`src/rtl/qpu_exu_oitf_param.sv`:
```
// Outstanding-instruction track FIFO for the QPU execution unit.
// Tracks in-flight long-pipe classical writebacks (rd index) and in-flight
// measurements (qubit list). Reports register and qubit hazards to dispatch.
// Optional macro QPU_OITF_FULL_BYPASS_EN lets a full FIFO accept an alloc
// in the same cycle as a retire.
module qpu_exu_oitf_param #(
    parameter int unsigned CF_DEPTH  = 4,
    parameter int unsigned MF_DEPTH  = 4,
    parameter int unsigned RFIDX_W   = 5,
    parameter int unsigned QUBIT_NUM = 8
) (
    input  logic                            clk,
    input  logic                            rst_n,
    input  logic                            dis_cl_ena,
    input  logic                            dis_qf_ena,
    output logic                            dis_cf_ready,
    output logic                            dis_mf_ready,
    input  logic                            ret_cl_ena,
    input  logic                            ret_qf_ena,
    output logic [RFIDX_W-1:0]              ret_rdidx,
    output logic                            ret_rdwen,
    output logic [QUBIT_NUM-1:0]            ret_mf,
    input  logic                            disp_i_rs1en,
    input  logic                            disp_i_rs2en,
    input  logic                            disp_i_rdwen,
    input  logic [RFIDX_W-1:0]              disp_i_rs1idx,
    input  logic [RFIDX_W-1:0]              disp_i_rs2idx,
    input  logic [RFIDX_W-1:0]              disp_i_rdidx,
    input  logic                            disp_i_qfren,
    input  logic [QUBIT_NUM-1:0]            disp_i_ql,
    output logic                            oitfrd_match_disprs1,
    output logic                            oitfrd_match_disprs2,
    output logic                            oitfrd_match_disprd,
    output logic                            oitfqf_match_dispql,
    output logic                            oitf_empty,
    output logic                            moitf_empty,
    output logic [$clog2(CF_DEPTH+1)-1:0]   cf_cnt,
    output logic [$clog2(MF_DEPTH+1)-1:0]   mf_cnt,
    output logic [1:0]                      proto_err
);

    localparam int unsigned CF_PTR_W = $clog2(CF_DEPTH);
    localparam int unsigned MF_PTR_W = $clog2(MF_DEPTH);
    localparam int unsigned CF_CNT_W = $clog2(CF_DEPTH+1);
    localparam int unsigned MF_CNT_W = $clog2(MF_DEPTH+1);

    logic [CF_PTR_W:0]     cf_wptr_q, cf_wptr_d, cf_rptr_q, cf_rptr_d;
    logic [CF_DEPTH-1:0]   cf_vld_q, cf_vld_d, cf_wen_q, cf_wen_d;
    logic [RFIDX_W-1:0]    cf_idx_q [CF_DEPTH];
    logic [RFIDX_W-1:0]    cf_idx_d [CF_DEPTH];
    logic [CF_CNT_W-1:0]   cf_cnt_q, cf_cnt_d;

    logic [MF_PTR_W:0]     mf_wptr_q, mf_wptr_d, mf_rptr_q, mf_rptr_d;
    logic [MF_DEPTH-1:0]   mf_vld_q, mf_vld_d;
    logic [QUBIT_NUM-1:0]  mf_ql_q [MF_DEPTH];
    logic [QUBIT_NUM-1:0]  mf_ql_d [MF_DEPTH];
    logic [MF_CNT_W-1:0]   mf_cnt_q, mf_cnt_d;

    logic [1:0]            perr_q, perr_d;

    logic cf_full, mf_full;
    logic cf_alloc, cf_ret, mf_alloc, mf_ret;

    // Full/empty from pointer index and wrap bit
    assign cf_full     = (cf_wptr_q[CF_PTR_W-1:0] == cf_rptr_q[CF_PTR_W-1:0]) &&
                         (cf_wptr_q[CF_PTR_W] != cf_rptr_q[CF_PTR_W]);
    assign mf_full     = (mf_wptr_q[MF_PTR_W-1:0] == mf_rptr_q[MF_PTR_W-1:0]) &&
                         (mf_wptr_q[MF_PTR_W] != mf_rptr_q[MF_PTR_W]);
    assign oitf_empty  = (cf_wptr_q == cf_rptr_q);
    assign moitf_empty = (mf_wptr_q == mf_rptr_q);

`ifdef QPU_OITF_FULL_BYPASS_EN
    assign dis_cf_ready = !cf_full || ret_cl_ena;
    assign dis_mf_ready = !mf_full || ret_qf_ena;
`else
    assign dis_cf_ready = !cf_full;
    assign dis_mf_ready = !mf_full;
`endif

    assign cf_alloc = dis_cl_ena && dis_cf_ready;
    assign cf_ret   = ret_cl_ena && !oitf_empty;
    assign mf_alloc = dis_qf_ena && dis_mf_ready;
    assign mf_ret   = ret_qf_ena && !moitf_empty;

    // Head entries presented to the return paths, zero when empty
    assign ret_rdidx = oitf_empty  ? '0   : cf_idx_q[cf_rptr_q[CF_PTR_W-1:0]];
    assign ret_rdwen = oitf_empty  ? 1'b0 : cf_wen_q[cf_rptr_q[CF_PTR_W-1:0]];
    assign ret_mf    = moitf_empty ? '0   : mf_ql_q[mf_rptr_q[MF_PTR_W-1:0]];

    assign cf_cnt    = cf_cnt_q;
    assign mf_cnt    = mf_cnt_q;
    assign proto_err = perr_q;

    // Hazard match against every valid entry, including one retiring now
    always_comb begin
        logic rs1_hit, rs2_hit, rd_hit;
        logic [QUBIT_NUM-1:0] ql_or;
        rs1_hit = 1'b0;
        rs2_hit = 1'b0;
        rd_hit  = 1'b0;
        ql_or   = '0;
        for (int i = 0; i < CF_DEPTH; i++) begin
            if (cf_vld_q[i] && cf_wen_q[i]) begin
                if (cf_idx_q[i] == disp_i_rs1idx) rs1_hit = 1'b1;
                if (cf_idx_q[i] == disp_i_rs2idx) rs2_hit = 1'b1;
                if (cf_idx_q[i] == disp_i_rdidx)  rd_hit  = 1'b1;
            end
        end
        for (int j = 0; j < MF_DEPTH; j++) begin
            if (mf_vld_q[j]) ql_or = ql_or | mf_ql_q[j];
        end
        oitfrd_match_disprs1 = disp_i_rs1en && rs1_hit;
        oitfrd_match_disprs2 = disp_i_rs2en && rs2_hit;
        oitfrd_match_disprd  = disp_i_rdwen && rd_hit;
        oitfqf_match_dispql  = disp_i_qfren && (|(disp_i_ql & ql_or));
    end

    // Next state: retire clears head first so a bypassed alloc into the same slot wins
    always_comb begin
        cf_wptr_d = cf_wptr_q;
        cf_rptr_d = cf_rptr_q;
        cf_vld_d  = cf_vld_q;
        cf_wen_d  = cf_wen_q;
        cf_idx_d  = cf_idx_q;
        cf_cnt_d  = cf_cnt_q;
        mf_wptr_d = mf_wptr_q;
        mf_rptr_d = mf_rptr_q;
        mf_vld_d  = mf_vld_q;
        mf_ql_d   = mf_ql_q;
        mf_cnt_d  = mf_cnt_q;
        perr_d    = perr_q;

        if (cf_ret) begin
            cf_vld_d[cf_rptr_q[CF_PTR_W-1:0]] = 1'b0;
            cf_rptr_d = cf_rptr_q + (CF_PTR_W+1)'(1);
        end
        if (cf_alloc) begin
            cf_vld_d[cf_wptr_q[CF_PTR_W-1:0]] = 1'b1;
            cf_wen_d[cf_wptr_q[CF_PTR_W-1:0]] = disp_i_rdwen;
            cf_idx_d[cf_wptr_q[CF_PTR_W-1:0]] = disp_i_rdidx;
            cf_wptr_d = cf_wptr_q + (CF_PTR_W+1)'(1);
        end
        case ({cf_alloc, cf_ret})
            2'b10:   cf_cnt_d = cf_cnt_q + CF_CNT_W'(1);
            2'b01:   cf_cnt_d = cf_cnt_q - CF_CNT_W'(1);
            default: cf_cnt_d = cf_cnt_q;
        endcase

        if (mf_ret) begin
            mf_vld_d[mf_rptr_q[MF_PTR_W-1:0]] = 1'b0;
            mf_rptr_d = mf_rptr_q + (MF_PTR_W+1)'(1);
        end
        if (mf_alloc) begin
            mf_vld_d[mf_wptr_q[MF_PTR_W-1:0]] = 1'b1;
            mf_ql_d[mf_wptr_q[MF_PTR_W-1:0]]  = disp_i_ql;
            mf_wptr_d = mf_wptr_q + (MF_PTR_W+1)'(1);
        end
        case ({mf_alloc, mf_ret})
            2'b10:   mf_cnt_d = mf_cnt_q + MF_CNT_W'(1);
            2'b01:   mf_cnt_d = mf_cnt_q - MF_CNT_W'(1);
            default: mf_cnt_d = mf_cnt_q;
        endcase

        if ((dis_cl_ena && !dis_cf_ready) || (dis_qf_ena && !dis_mf_ready)) perr_d[0] = 1'b1;
        if ((ret_cl_ena && oitf_empty) || (ret_qf_ena && moitf_empty))      perr_d[1] = 1'b1;
    end

    // State registers with synchronous active-low reset
    always_ff @(posedge clk) begin
        if (!rst_n) begin
            cf_wptr_q <= '0;
            cf_rptr_q <= '0;
            cf_vld_q  <= '0;
            cf_wen_q  <= '0;
            cf_cnt_q  <= '0;
            mf_wptr_q <= '0;
            mf_rptr_q <= '0;
            mf_vld_q  <= '0;
            mf_cnt_q  <= '0;
            perr_q    <= '0;
            for (int i = 0; i < CF_DEPTH; i++) cf_idx_q[i] <= '0;
            for (int j = 0; j < MF_DEPTH; j++) mf_ql_q[j]  <= '0;
        end else begin
            cf_wptr_q <= cf_wptr_d;
            cf_rptr_q <= cf_rptr_d;
            cf_vld_q  <= cf_vld_d;
            cf_wen_q  <= cf_wen_d;
            cf_idx_q  <= cf_idx_d;
            cf_cnt_q  <= cf_cnt_d;
            mf_wptr_q <= mf_wptr_d;
            mf_rptr_q <= mf_rptr_d;
            mf_vld_q  <= mf_vld_d;
            mf_ql_q   <= mf_ql_d;
            mf_cnt_q  <= mf_cnt_d;
            perr_q    <= perr_d;
        end
    end

endmodule

```
`config.mk`:
```
export PLATFORM = sky130hd
export DESIGN_NAME = qpu_exu_oitf_param
export DESIGN_NICKNAME = d
export VERILOG_FILES = /design/src/rtl/qpu_exu_oitf_param.sv
export SDC_FILE = /design/constraint.sdc
export NUM_CORES = 1
export LEC_CHECK = 0
export BUFFER_PORTS_ARGS = -buffer_cell sky130_fd_sc_hd__buf_2
export CORE_UTILIZATION = 63
export CTS_CLUSTER_SIZE = 30
export DETAILED_ROUTE_END_ITERATION = 6
export HOLD_SLACK_MARGIN = 0.1
export PLACE_DENSITY = 0.9
export REMOVE_ABC_BUFFERS = 1
export SYNTH_ARGS = -nofsm -noshare
export SYNTH_HDL_FRONTEND = slang
export SYNTH_SLANG_ARGS = --single-unit
```
`constraint.sdc`:
```
create_clock -name clk -period 3.83 [get_ports clk]
set_input_delay 0.1915 -clock clk [delete_from_list [all_inputs] [get_ports clk]]
set_output_delay 0.1915 -clock clk [all_outputs]
set_load 0.05 [all_outputs]
```
**Word level (Yosys, flattened, before mapping)**

Cells that the tools add are included.

- Register bits: 84
- Bits of input ports: 33
- Output and inout port bits: 30

- $add $sub $neg: 8
- $lt $le $gt $ge: 14
- Equality and inequality tests: 22
- Muxes and demuxes: 60
- Bitwise operators: 14
- Reduce and logical (&&, ||, !) cells: 33

Operators with widths:

| kind | count |
|---|---|
| $mux 8 | 8 |
| $eq 5x5->1 | 12 |
| $bwmux 32 | 1 |
| $mux 1 | 30 |
| $logic_and 1x1->1 | 24 |
| $or 8x8->8 | 3 |
| $bwmux 20 | 1 |
| $mux 5 | 4 |
| $add 3x1->3 const B | 6 |
| $bmux 8 s2 | 1 |
| $demux 8 s2 | 1 |
| $mux 4 | 4 |
| $ge 3x3->1 const B | 4 |
| $lt 2x3->1 const B | 4 |
| $not 2->3 | 4 |
| $pmux 3 s2 | 2 |
| $bmux 5 s2 | 1 |
| $demux 5 s2 | 1 |
| $and 4x4->4 | 2 |
| $and 8x8->8 | 1 |
| $demux 1 s2 | 4 |
| $ge 2x1->1 const B | 4 |
| $not 4->4 | 2 |
| $or 4x4->4 | 2 |
| 13 further kinds | 25 |

**Longest topological paths before layout**

Gate-level depths: netlist of the first run.

- Word-level depth: 10
- Gate-level depth with buffers: 11
- Depth with buffers taken out: 9

**Worst setup path before layout of the first run**

No wires, ideal clock.

- Kind: reg2reg
- From: register cf_rptr_q[1]
- To: register cf_cnt_q[2] (netlist: cf_cnt[2])
- Library setup time: 0.076 ns
- Arrival: 2.387 ns
- Path slack: 1.367 ns
- Cell stages (with the launch flop): 12
- Path buffers: 2
- Period minus slack after synthesis: 2.463 ns
- Path through: dfxtp_1 buf_4 xor2_4 o31a_1 buf_4 inv_1 ha_1 inv_1 fa_1 xor2_1 or3_1 a21boi_0

- Cells in the longest elaborated chain, start to end: 6

Ends and longest elaborated chain:

| what | RTL line | source |
|---|---|---|
| start, declared | 47 | `logic [CF_PTR_W:0] cf_wptr_q, cf_wptr_d, cf_rptr_q, cf_rptr_d;` |
| start signal, assigned | 185 | `cf_rptr_q <= cf_rptr_d;` |
| $eq 2x2->1 | 65 | `assign cf_full = (cf_wptr_q[CF_PTR_W-1:0] == cf_rptr_q[CF_PTR_W-1:0]) &&` |
| $logic_and 1x1->1 | 65 |  |
| $logic_not 1->1 | 76 | `assign dis_cf_ready = !cf_full;` |
| $logic_and 1x1->1 | 80 | `assign cf_alloc = dis_cl_ena && dis_cf_ready;` |
| $eq 2x1->1 / $eq 2x2->1 (equally long branches) | 143 | `case ({cf_alloc, cf_ret})` |
| $pmux 3 s2 / $reduce_bool 2->1 (equally long branches) | -- |  |
| end signal, assigned | 189 | `cf_cnt_q <= cf_cnt_d;` |
| end, declared | 51 | `logic [CF_CNT_W-1:0] cf_cnt_q, cf_cnt_d;` |

Parallel ways exist; a longest one is shown, timed or not.
A chain may end at the register's enable or synchronous reset.

**Worst setup path after layout of the first run**

- From: register mf_rptr_q[1]
- To: register mf_cnt_q[2] (netlist: mf_cnt[2])

- Cells in the longest elaborated chain, start to end: 6

Ends and longest elaborated chain:

| what | RTL line | source |
|---|---|---|
| start, declared | 53 | `logic [MF_PTR_W:0] mf_wptr_q, mf_wptr_d, mf_rptr_q, mf_rptr_d;` |
| start signal, assigned | 191 | `mf_rptr_q <= mf_rptr_d;` |
| $eq 2x2->1 | 67 | `assign mf_full = (mf_wptr_q[MF_PTR_W-1:0] == mf_rptr_q[MF_PTR_W-1:0]) &&` |
| $logic_and 1x1->1 | 67 |  |
| $logic_not 1->1 | 77 | `assign dis_mf_ready = !mf_full;` |
| $logic_and 1x1->1 | 82 | `assign mf_alloc = dis_qf_ena && dis_mf_ready;` |
| $eq 2x1->1 / $eq 2x2->1 (equally long branches) | 158 | `case ({mf_alloc, mf_ret})` |
| $pmux 3 s2 / $reduce_bool 2->1 (equally long branches) | -- |  |
| end signal, assigned | 194 | `mf_cnt_q <= mf_cnt_d;` |
| end, declared | 57 | `logic [MF_CNT_W-1:0] mf_cnt_q, mf_cnt_d;` |

Parallel ways exist; a longest one is shown, timed or not.

==> results of run 1 <==
[worst reg2reg max path, stage by stage, from the launching register on]
cell and delay [ps]:
dfxtp_1 740, xor2_2 270, o31a_1 480, inv_1 110, ha_1 180, inv_1 60
fa_1 370, xor2_1 180, or3_1 300, a21boi_0 190
[metrics by stage]
stage          hold WS (ps)  area (um^2)  util (%)  power (mW)  setup slack [ps]
2_1_floorplan           313         4930         -        1.67              1090
3_3_place_gp            456         5390      69.4        1.86              1030
3_5_place_dp            479         5390      69.4        1.90               899
4_1_cts                 153         5620      72.3        2.61               855
5_1_grt                 167         5620      72.3        2.73               596
6_report                162         5620      72.3        2.61               866
[metal layers]
layer / track usage, % / vias to the layer above / wire length (um)
met3: 5.64 / 38 / 690
li1: - / 1908 / -
met1: 33.6 / 1974 / 4800
met4: 16.3 / 0 / 447
met5: 0 / - / 0
met2: 54.5 / 156 / 6150
[flip-flops by register name, indices dropped and copies added, names as in the netlist]
| register | flops |
|---|---|
| mf_vld_q | 4 |
| cf_rptr_q | 3 |
| proto_err | 2 |
| mf_rptr_q | 3 |
| cf_wen_q | 4 |
| mf_ql_q | 32 |
| mf_cnt | 3 |
| cf_wptr_q | 3 |
| cf_idx_q | 20 |
| cf_vld_q | 4 |
| mf_wptr_q | 3 |
| cf_cnt | 3 |
[power by group]
group / internal, mW / switching (mW)
combinational: 0.303 / 0.561
clock: 0.398 / 0.315
sequential: 0.944 / 0.0869
[cell families after synthesis]
family	count (synthesis)
muxes	60
buffers and inverters	69
DFF	84
AOI/OAI and AO/OA	75
and+or+nand+nor	153
adders and majority gates	20
xor gates and xnor gates	74
[cell usage after synthesis (all sizes together) (3+ instances only)]
library cell | n | area [um^2]
nand2 | 79 | 342
a221oi | 4 | 35.0
nor2 | 3 | 11.3
o21ai | 24 | 120
mux4 | 14 | 315
inv | 33 | 124
xnor2 | 50 | 438
mux2i | 46 | 460
or3 | 5 | 31.3
dfxtp | 84 | 1680
o311ai | 4 | 77.6
ha | 18 | 225
a21boi | 11 | 82.6
xor2 | 24 | 270
and2 | 12 | 75.1
clkbuf | 25 | 95.1
buf | 11 | 68.8
nor2b | 19 | 119
nand3 | 16 | 80.1
a22oi | 20 | 150
nand4 | 11 | 68.8
nor3 | 5 | 35.0
a41oi | 3 | 26.3
[worst max-delay path by stage]
stage,from,end,slack (ps),cells after the start
finish,mf_rptr_q[1]$_SDFFE_PN0N_,mf_cnt[2]$_SDFFE_PN0P_,870,9
global route,mf_rptr_q[1]$_SDFFE_PN0N_,mf_cnt[2]$_SDFFE_PN0P_,600,9
CTS,mf_rptr_q[1]$_SDFFE_PN0N_,mf_cnt[2]$_SDFFE_PN0P_,860,9
detailed placement,mf_rptr_q[1]$_SDFFE_PN0N_,mf_cnt[2]$_SDFFE_PN0P_,900,9
global placement,mf_rptr_q[1]$_SDFFE_PN0N_,mf_cnt[2]$_SDFFE_PN0P_,1030,9
floorplan,mf_rptr_q[0]$_SDFFE_PN0N_,mf_cnt[2]$_SDFFE_PN0P_,1090,9
[area by class of cell]
cell class	count	area, um^2
multi-input cells	382	3130
fillers	607	2150
flip-flops and latches	84	1680
well taps	102	128
inverters	33	124
clock buffers	11	151
repair buffers	65	333
clock inverters	4	72.6
==> reports/qor.txt, run 1 <==
Core footprint = 7770 um^2
Most frequent cells in the layout = 84 x dfxtp_1, 73 x nand2_1, 62 x buf_2
Run status = complete, no violations
Vias = 4076
Post-synth EDFFs = 0
First-pass iteration count of the detailed router = 4
Post-route clock period utilization = 77.4%
Layout Skew = 13.1 ps
Largest family of logic cells by synthesized area = simple AND/OR/NAND/NOR gates
Fmax = 337 MHz
Non-Filler Instances = 681
Post-Synth XOR/XNOR Area = 13.9%
Largest net degree at the start of global routing = 72
# diodes = 0
Drt initial violations = 184
CTS sink cnt = 84
Global-route wire length before repair = 19800 um
Max_cap viols = 0
Layout cells sized above 1 = 19.7%
WP data required = 4100 ps
Vias per cell = 5.99
TNS Setup = 0 ps
Vias in the first global route = 4136
Post-synthesis compound-gate area fraction = 11.6%
Post-CTS setup buffers = 0
Adder-Cell Fraction of Synth Area = 5.21%
CP Class = reg -> reg
Worst Hold Class = in -> reg
Hold Crit Start = disp_i_ql[3]
Synth Cell Area = 5090 um^2
Post-Synthesis Cells = 535
Max stage delay on crit path = 740 ps
Startpoint types = flip-flop
DRT antenna net count = 0
Flop-to-flop setup slack = 870 ps
Yosys reg bits = 84
Pleak = 2.41 nW
Max VDD drop = 0.356 mV
Area grow syn2layout = 10.2%
Area of the die = 8450 um^2
Synth warnings = 0
Critical path's top delay family = flip-flops
Unique masters post-synth = 45
WP data arrival = 3230 ps
WP buf/inv = 2
Cts bufs inserted = 9
Nets = 628
Prevailing post-synth register cell = dfxtp_1
Worst slew pin tran = 1170 ps
Mean post-synth cell area = 9.52 um^2
PD cells = 464 nW/um^2
Clk_lat worst skew = 360 ps
CTS Buffer Depth = 2
Reg2reg path depth = 9
Fraction of registers with async set/reset = 0%
RSZ-0062 raised after global routing = false
Commonest non-fill, non-tap cell in the layout = dfxtp_1
WHS Path Cells = 3
Antenna violations before repair = 0
Min cycle time layout = 2960 ps
TritonCTS clock tree = done
# hold bufs at CTS = 0
Reg2reg start = mf_rptr_q[1]$_SDFFE_PN0N_
Crit path top cell by count = inv_1
Post-Synth Simple-Gate Area = 15.4%
Clock transition at path regs = 80 ps
Final hold viol count = 0
IO buf count = 62
Slowest-stage cell, CP = dfxtp_1
Placer Congestion = 0.953
Relative slew slack = 21.8%
Placed cells = 666
Mux contribution to synthesized area = 15.2%
Dpl hpwl = 8660 um
Final Setup Violations = 0
CP Max Fanout = 13
CTS root buf = clkbuf_8
Final wirelength = 12100 um
Hold endpoint = mf_ql_q[11]$_SDFFE_PN0P_
GRT Total Usage = 30.3%
Initial Util = 65.6%
Endpoint class of the critical path = flip-flop
Register area share after synthesis = 33.0%
Residual DRC = 0
# rows = 32
Die width = 91.9 um
Htree depth = 3
Avg WL per Cell = 17.7 um
Die H = 91.9 um
Final number of max-transition violations = 0
Worst-path cell chain = xor2_2 -> o31a_1 -> inv_1 -> ha_1 -> inv_1 -> fa_1 -> xor2_1 -> or3_1 -> a21boi_0
Reg-to-reg endpoint = mf_cnt[2]$_SDFFE_PN0P_
Grt total ovfl = 0
Post-CTS Resized = 0
IO Count = 63
Power figures use the tool's default switching activity.
==> inputs of run 2 (changes only) <==
--- a/config.mk
+++ b/config.mk
@@ -5,12 +5,13 @@
 export SDC_FILE = /design/constraint.sdc
 export NUM_CORES = 1
 export LEC_CHECK = 0
+export ABC_AREA = 1
 export BUFFER_PORTS_ARGS = -buffer_cell sky130_fd_sc_hd__buf_2
-export CORE_UTILIZATION = 63
+export CORE_UTILIZATION = 54
 export CTS_CLUSTER_SIZE = 30
 export DETAILED_ROUTE_END_ITERATION = 6
 export HOLD_SLACK_MARGIN = 0.1
-export PLACE_DENSITY = 0.9
+export PLACE_DENSITY = 0.81
 export REMOVE_ABC_BUFFERS = 1
 export SYNTH_ARGS = -nofsm -noshare
 export SYNTH_HDL_FRONTEND = slang
==> constraint.sdc (replaced) <==
create_clock -name clk -period 2.5 [get_ports clk]
set_input_delay 0.125 -clock clk [delete_from_list [all_inputs] [get_ports clk]]
set_output_delay 0.125 -clock clk [all_outputs]
set_load 0.05 [all_outputs]
==> run 2 against run 1 <==
  * Non-clock buffer count is 15 higher
  * Flip-flop and latch count stayed put
  * Clock power is 32% higher
  * Via count is 42% higher
  * Setup slack worse by 600 ps
  * Hold slack got worse by 56 ps
  * Synthesized cell count increased by 79%
  * Count of clock-buffer cells in the layout shrank 1
  * Core utilization down 11 points
  * Critical path depth grew 3
  * Highest routed layer unchanged
==> reports/qor.txt, run 2 <==
CTS Buffer Depth = 2 (unchanged)
Fraction of registers with async set/reset = 0% (unchanged)
Met1 WL = 6540 um (+36%)
Pleak = 3.48 nW (+44%)
CP endpoint = cf_cnt[2]$_SDFFE_PN0P_
Avg WL per Cell = 12.6 um (-29%)
Max_cap viols = 0 (unchanged)
Largest net degree at the start of global routing = 37 (-49%)
Residual DRC = 0 (unchanged)
Cell taking the most area after synthesis = dfxtp_1
Die width = 104 um (+14%)
Post-CTS Resized = 0 (unchanged)
TNS Setup = 0 ps (unchanged)
WP data arrival = 2490 ps (-740 ps)
Reg-to-reg endpoint = cf_cnt[2]$_SDFFE_PN0P_
Run status = complete, no violations
Reg2reg path depth = 12 (+3)
Layout cells sized above 1 = 10.0% (-9.7 points)
Prevailing post-synth register cell = dfxtp_1
PD cells = 628 nW/um^2 (+35%)
Synth warnings = 0 (unchanged)
CTS root buf = clkbuf_8
Htree depth = 3 (unchanged)
Area grow syn2layout = 10.5%
Area of the die = 10900 um^2 (+29%)
Unique masters post-synth = 25 (-44%)
Share of the synthesized area in the top cell type = 29.7% (-3.3 points)
Cts bufs inserted = 9 (unchanged)
Final wirelength = 14500 um (+20%)
Post-Synthesis Cells = 960 (+79%)
DR WL met2 = 6860 um (+12%)
Mean post-synth cell area = 5.90 um^2 (-38%)
Max FFs per register = 32 (unchanged)
Global-route wire length before repair = 24500 um (+24%)
CP Class = reg -> reg
Die H = 104 um (+14%)
Startpoint types = flip-flop
DP Area = 5980 um^2 (+11%)
Initial Util = 55.4% (-10 points)
Grt total ovfl = 0 (unchanged)
Relative slew slack = 71.0% (+49 points)
IO Count = 63 (unchanged)
Vias per cell = 5.02 (-16%)
CTS sink cnt = 84 (unchanged)
Final hold viol count = 0 (unchanged)
Final number of max-transition violations = 0 (unchanged)
Fill cell count = 1025 (+69%)
# diodes = 0 (unchanged)
DRT antenna net count = 0 (unchanged)
Dpl hpwl = 10400 um (+20%)
Commonest cells post-synth = 334 x nand2_1, 187 x nor2_1, 120 x inv_1, 84 x dfxtp_1, 67 x o21ai_0
Most frequent cells in the layout = 334 x nand2_1, 187 x nor2_1, 120 x inv_1
Register area share after synthesis = 29.7% (-3.3 points)
Layout Skew = 15.2 ps (+2.03 ps)
Min cycle time layout = 2240 ps (-726 ps)
Antenna violations before repair = 0 (unchanged)
Drt initial violations = 397 (+120%)
Worst Hold Class = in -> reg
Most area-consuming cells after synthesis = dfxtp_1 30%, nand2_1 22%, nor2_1 12%
GRT Total Usage = 27.4% (-2.8 points)
Fmax = 447 MHz (+32%)
Post-Layout Inst Area = 6260 um^2 (+11%)
Post-route clock period utilization = 89.5% (+12 points)
Clk_lat worst skew = 360 ps (about the same)
IO buf count = 62 (unchanged)
Reg2reg start = cf_rptr_q[0]$_SDFFE_PN0P_
TritonCTS clock tree = done
Most frequent cell after synthesis = nand2_1
Flop-to-flop setup slack = 260 ps (-600 ps)
Max VDD drop = 0.409 mV (+15%)
# rows = 37 (+16%)
Synth Cell Area = 5670 um^2 (+11%)
Final Setup Violations = 0 (unchanged)
Endpoint class of the critical path = flip-flop
Top reg by flops = mf_ql_q
Vias = 5783 (+42%)
Nets = 1067 (+70%)
Met3 wire len = 701 um (+1.6%)
Post-synth EDFFs = 0 (unchanged)
Commonest non-fill, non-tap cell in the layout = nand2_1
RSZ-0062 raised after global routing = false
Vias in the first global route = 5304 (+28%)
Largest regs = mf_ql_q x32, cf_idx_q x20
Total power = 3.93 mW (+51%)
Placer Congestion = 0.955 (+0.22%)
Clock transition at path regs = 90 ps (about the same)
CP Max Fanout = 16 (+3)
WP data required = 2750 ps (-1350 ps)
Core footprint = 10200 um^2 (+32%)
Setup crit start = cf_rptr_q[0]$_SDFFE_PN0P_
Worst slew pin tran = 435 ps (-738 ps)
Yosys reg bits = 84 (unchanged)
DR top layer = met4
First-pass iteration count of the detailed router = 5 (+1)
-- run 2: cell count changes after synthesis, moves of 19 or more --
cell | previous run | this run
mux2i_1 | 46 | 0
inv_1 | 33 | 120
nor2_1 | 3 | 187
nand2_1 | 73 | 334
nor2b_1 | 19 | 0
o21ai_0 | 19 | 67
xnor2_1 | 50 | 0
a22oi_1 | 20 | 0
a21oi_1 | 0 | 49
-- run 2: layer usage --
layer	GRT usage (%)	vias to the layer above
li1	-	3021
met1	34.6	2545
met2	46.6	185
met3	2.88	32
met4	13.1	0
met5	0	-
-- run 2: cell families (layout without fill, tap and decap cells) --
logic type               after synthesis  after routing  share of synthesized area [%]
flip-flops                            84             84                           29.7
adder cells (fa/ha/maj)               20             20                           4.68
buffers and inverters                162            219                           12.3
XOR/XNOR                              12             12                           2.32
AO/OA/AOI/OAI                        116            116                           10.2
AND/OR/NAND/NOR                      566            566                           40.8
-- run 2: layout make-up --
class | instances | area [um^2] | area share, %
Clock buffer | 10 | 128 | 2.04
Inverter | 125 | 472 | 7.53
Tap cell | 136 | 170 | 2.72
Multi-Input combinational cell | 714 | 3290 | 52.5
Clock inverter | 4 | 52.6 | 0.839
Sequential cell | 84 | 1680 | 26.9
Timing Repair Buffer | 80 | 470 | 7.51
-- run 2: per-stage QoR --
stage               worst slack, ps  utilization, %  hold slack (ps)  std cells
CTS                             273            61.2              103       1153
detailed placement              286            58.5              424       1129
global route                   81.0            61.2              115       1153
finish                          261            61.2              106       1153
floorplan                     0.346               -              223        923
global placement                347            58.5              417       1129
-- run 2: how the worst min path moves through the flow --
stage / startpoint / endpoint / slack (ps) / depth (start not counted)
2_1_floorplan: rst_n / proto_err[0]$_SDFFE_PN0P_ / 220 / 2
4_1_cts: disp_i_rdidx[3] / cf_idx_q[18]$_SDFFE_PN0P_ / 100 / 3
3_3_place_gp: disp_i_ql[2] / mf_ql_q[2]$_SDFFE_PN0P_ / 420 / 3
6_report: disp_i_rdidx[3] / cf_idx_q[13]$_SDFFE_PN0P_ / 110 / 3
3_5_place_dp: disp_i_ql[3] / mf_ql_q[27]$_SDFFE_PN0P_ / 420 / 3
5_1_grt: ret_cl_ena / cf_rptr_q[2]$_SDFFE_PN0P_ / 110 / 3
-- run 2: critical path, cell delays in order, from the launching register on --
cell and delay (ps):
dfxtp_1 340, inv_2 210, nand2_1 100, nand2_2 120
nand3_4 140, nand2_1 150, ha_1 160, inv_1 60
fa_1 380, a21oi_1 140, o21ai_0 100, o21ai_0 160
a21oi_1 60
-- run 2: where the power goes --
part	switching (mW)	internal, mW	leakage [nW]
sequential	0.109	1.45	0.688
combinational	1.02	0.406	2.71
clock	0.491	0.451	0.0805
-- run 2: repair_timing --
action | in CTS | in global routing
endpoints found under the setup margin | 0 | 0
endpoints found under the hold margin | 35 | 0
buffers inserted | 0 | 0
hold buffers | 10 | 0
==> inputs of run 3 (changes only) <==
--- a/config.mk
+++ b/config.mk
@@ -6,12 +6,12 @@
 export NUM_CORES = 1
 export LEC_CHECK = 0
 export ABC_AREA = 1
-export BUFFER_PORTS_ARGS = -buffer_cell sky130_fd_sc_hd__buf_2
-export CORE_UTILIZATION = 54
+export CORE_UTILIZATION = 40
 export CTS_CLUSTER_SIZE = 30
 export DETAILED_ROUTE_END_ITERATION = 6
+export DONT_BUFFER_PORTS = 1
 export HOLD_SLACK_MARGIN = 0.1
-export PLACE_DENSITY = 0.81
+export PLACE_DENSITY = 0.6
 export REMOVE_ABC_BUFFERS = 1
 export SYNTH_ARGS = -nofsm -noshare
 export SYNTH_HDL_FRONTEND = slang
==> constraint.sdc (replaced) <==
create_clock -name clk -period 2.5 [get_ports clk]
set_input_delay 0 -clock clk [delete_from_list [all_inputs] [get_ports clk]]
set_output_delay 0 -clock clk [all_outputs]
set_load 0.05 [all_outputs]
==> run 3 against run 2 <==
  * Core utilization down 15 points
  * Clock skew down 5.2 ps
  * Cell count up 1.0%
  * Non-clock buffer count down 33
  * Clock power up 39%
  * Design area up 2.0%
  * Via count down 3.5%
  * Critical path type unchanged
  * Largest cell class unchanged
  * Highest routed layer unchanged
==> reports/qor.txt, run 3 (synthesis results as in run 2) <==
Run status = complete, no violations
PD cells = 669 nW/um^2 (+6.5%)
Residual DRC = 0 (unchanged)
Largest regs = mf_ql_q x32, cf_idx_q x20
Worst Hold Class = in -> out
Antenna violations before repair = 0 (unchanged)
Layout Skew = 10.0 ps (-5.18 ps)
Htree depth = 3 (unchanged)
Max stage delay on crit path = 560 ps (+180 ps)
Die width = 121 um (+16%)
Min cycle time layout = 2230 ps (-8.36 ps)
# rows = 43 (+16%)
Final Setup Violations = 0 (unchanged)
Fmax = 448 MHz (+0.37%)
Most frequent cells in the layout = 334 x nand2_1, 187 x nor2_1, 120 x inv_1
Largest net degree at the start of global routing = 76 (+110%)
Vias = 5578 (-3.5%)
Worst slew pin tran = 522 ps (+87.6 ps)
Final wirelength = 15900 um (+9.3%)
Final Core Density = 46.2% (-15 points)
IO buf count = 0 (-100%)
Commonest non-fill, non-tap cell in the layout = nand2_1
Endpoint class of the critical path = flip-flop
CTS sink cnt = 84 (unchanged)
WHS = 242 ps (+136 ps)
Cts bufs inserted = 9 (unchanged)
Max FFs per register = 32 (unchanged)
IO Count = 63 (unchanged)
Post-CTS setup buffers = 0 (unchanged)
Post-CTS Resized = 0 (unchanged)
TritonCTS clock tree = done
Clock transition at path regs = 70 ps (-20 ps)
Top reg by flops = mf_ql_q
Post-Place Worst Slack = 301 ps (+15.2 ps)
Startpoint types = flip-flop
Reg2reg start = mf_wptr_q[0]$_SDFFE_PN0P_
Core footprint = 13800 um^2 (+35%)
CTS Buffer Depth = 2 (unchanged)
CP Class = reg -> reg
Avg WL per Cell = 13.6 um (+8.2%)
Die H = 121 um (+16%)
Layout cells sized above 1 = 5.48% (-4.5 points)
TNS Setup = 0 ps (unchanged)
Area grow syn2layout = 12.7%
DRT antenna net count = 0 (unchanged)
Total power = 4.27 mW (+8.6%)
GRT Total Usage = 22.6% (-4.9 points)
Nets = 1034 (-3.1%)
Dpl hpwl = 10700 um (+3.0%)
Relative slew slack = 65.1% (-5.8 points)
Pleak = 3.42 nW (-1.8%)
WP data required = 2730 ps (-20 ps)
Vias per cell = 4.79 (-4.5%)
Vias in the first global route = 5027 (-5.2%)
Hold Crit Start = disp_i_qfren
Slowest-stage cell, CP = dlygate4sd3_1
RSZ-0062 raised after global routing = false
Clk_lat worst skew = 340 ps (-20 ps)
Global-route wire length before repair = 25700 um (+4.7%)
CTS root buf = clkbuf_16
Placer Congestion = 0.903 (-5.5%)
Setup crit start = mf_wptr_q[0]$_SDFFE_PN0P_
First-pass iteration count of the detailed router = 5 (unchanged)
CP Max Fanout = 19 (+3)
# diodes = 0 (unchanged)
Final WS setup = 270 ps (+8.36 ps)
Worst-path cell chain = inv_1 -> nand2_2 -> nand2_4 -> nand3_4 -> buf_4 -> nand3_4 -> nor2_1 -> nor2_1 -> dlygate4sd3_1
Initial Util = 41.0% (-14 points)
Area of the die = 14600 um^2 (+34%)
Max_cap viols = 0 (unchanged)
Grt total ovfl = 0 (unchanged)
# hold bufs at CTS = 27 (+17)
Max VDD drop = 0.379 mV (-7.4%)
Drt initial violations = 348 (-12%)
Final number of max-transition violations = 0 (unchanged)
Final hold viol count = 0 (unchanged)
Post-route clock period utilization = 89.2% (-0.33 points)
WP data arrival = 2460 ps (-30 ps)
[run 3: cell count changes in the layout (fill, tap and decap cells not counted), sizes merged]
cell / previous run / this run
buf: 70 / 21
clkinvlp: 3 / 0
clkinv: 2 / 6
dlygate4sd3: 10 / 26
[run 3: worst paths after layout]
path | cells past startpoint | slack [ps] | endpoint
max | 9 | 270 | mf_ql_q[3]$_SDFFE_PN0P_
min reg2reg | 2 | 460 | cf_vld_q[0]$_SDFF_PN0_
max reg2reg | 9 | 270 | mf_ql_q[3]$_SDFFE_PN0P_
min | 3 | 240 | oitfqf_match_dispql
[run 3: per-layer routing]
metal  global-route usage, %  wire length (um)  vias up
met3                    4.23               726       23
met1                    29.1              7550     2462
met4                    7.72               320        0
met2                    37.6              7290      133
met5                       0                 0        -
li1                        -                 -     2960
[run 3: report_power, final]
part	internal [mW]	switching, mW	leakage, nW
Sequential	1.45	0.138	0.688
Clock	0.765	0.547	0.142
Combinational	0.393	0.975	2.59
Total	2.61	1.66	3.42
[run 3: cell type report]
cell class | count | area [um^2]
Multi-Input combinational cell | 714 | 3290
Timing Repair Buffer | 47 | 438
Clock inverter | 5 | 53.8
Fill cell | 1526 | 7440
Sequential cell | 84 | 1680
Clock buffer | 10 | 229
Inverter | 125 | 472
Tap cell | 180 | 225
[run 3: critical path: cells and delay by family, from the launching register on]
family,cells,cell delay (ps)
buf+inv,3,950
flops,1,400
simple gates,6,760
[run 3: metrics by stage]
step / cell area [um^2] / std cells
final: 6390 / 1165
after global routing: 6390 / 1165
after CTS: 6390 / 1165
after detailed placement: 5820 / 1123
after global placement: 5820 / 1123
after floorplan: 5440 / 923
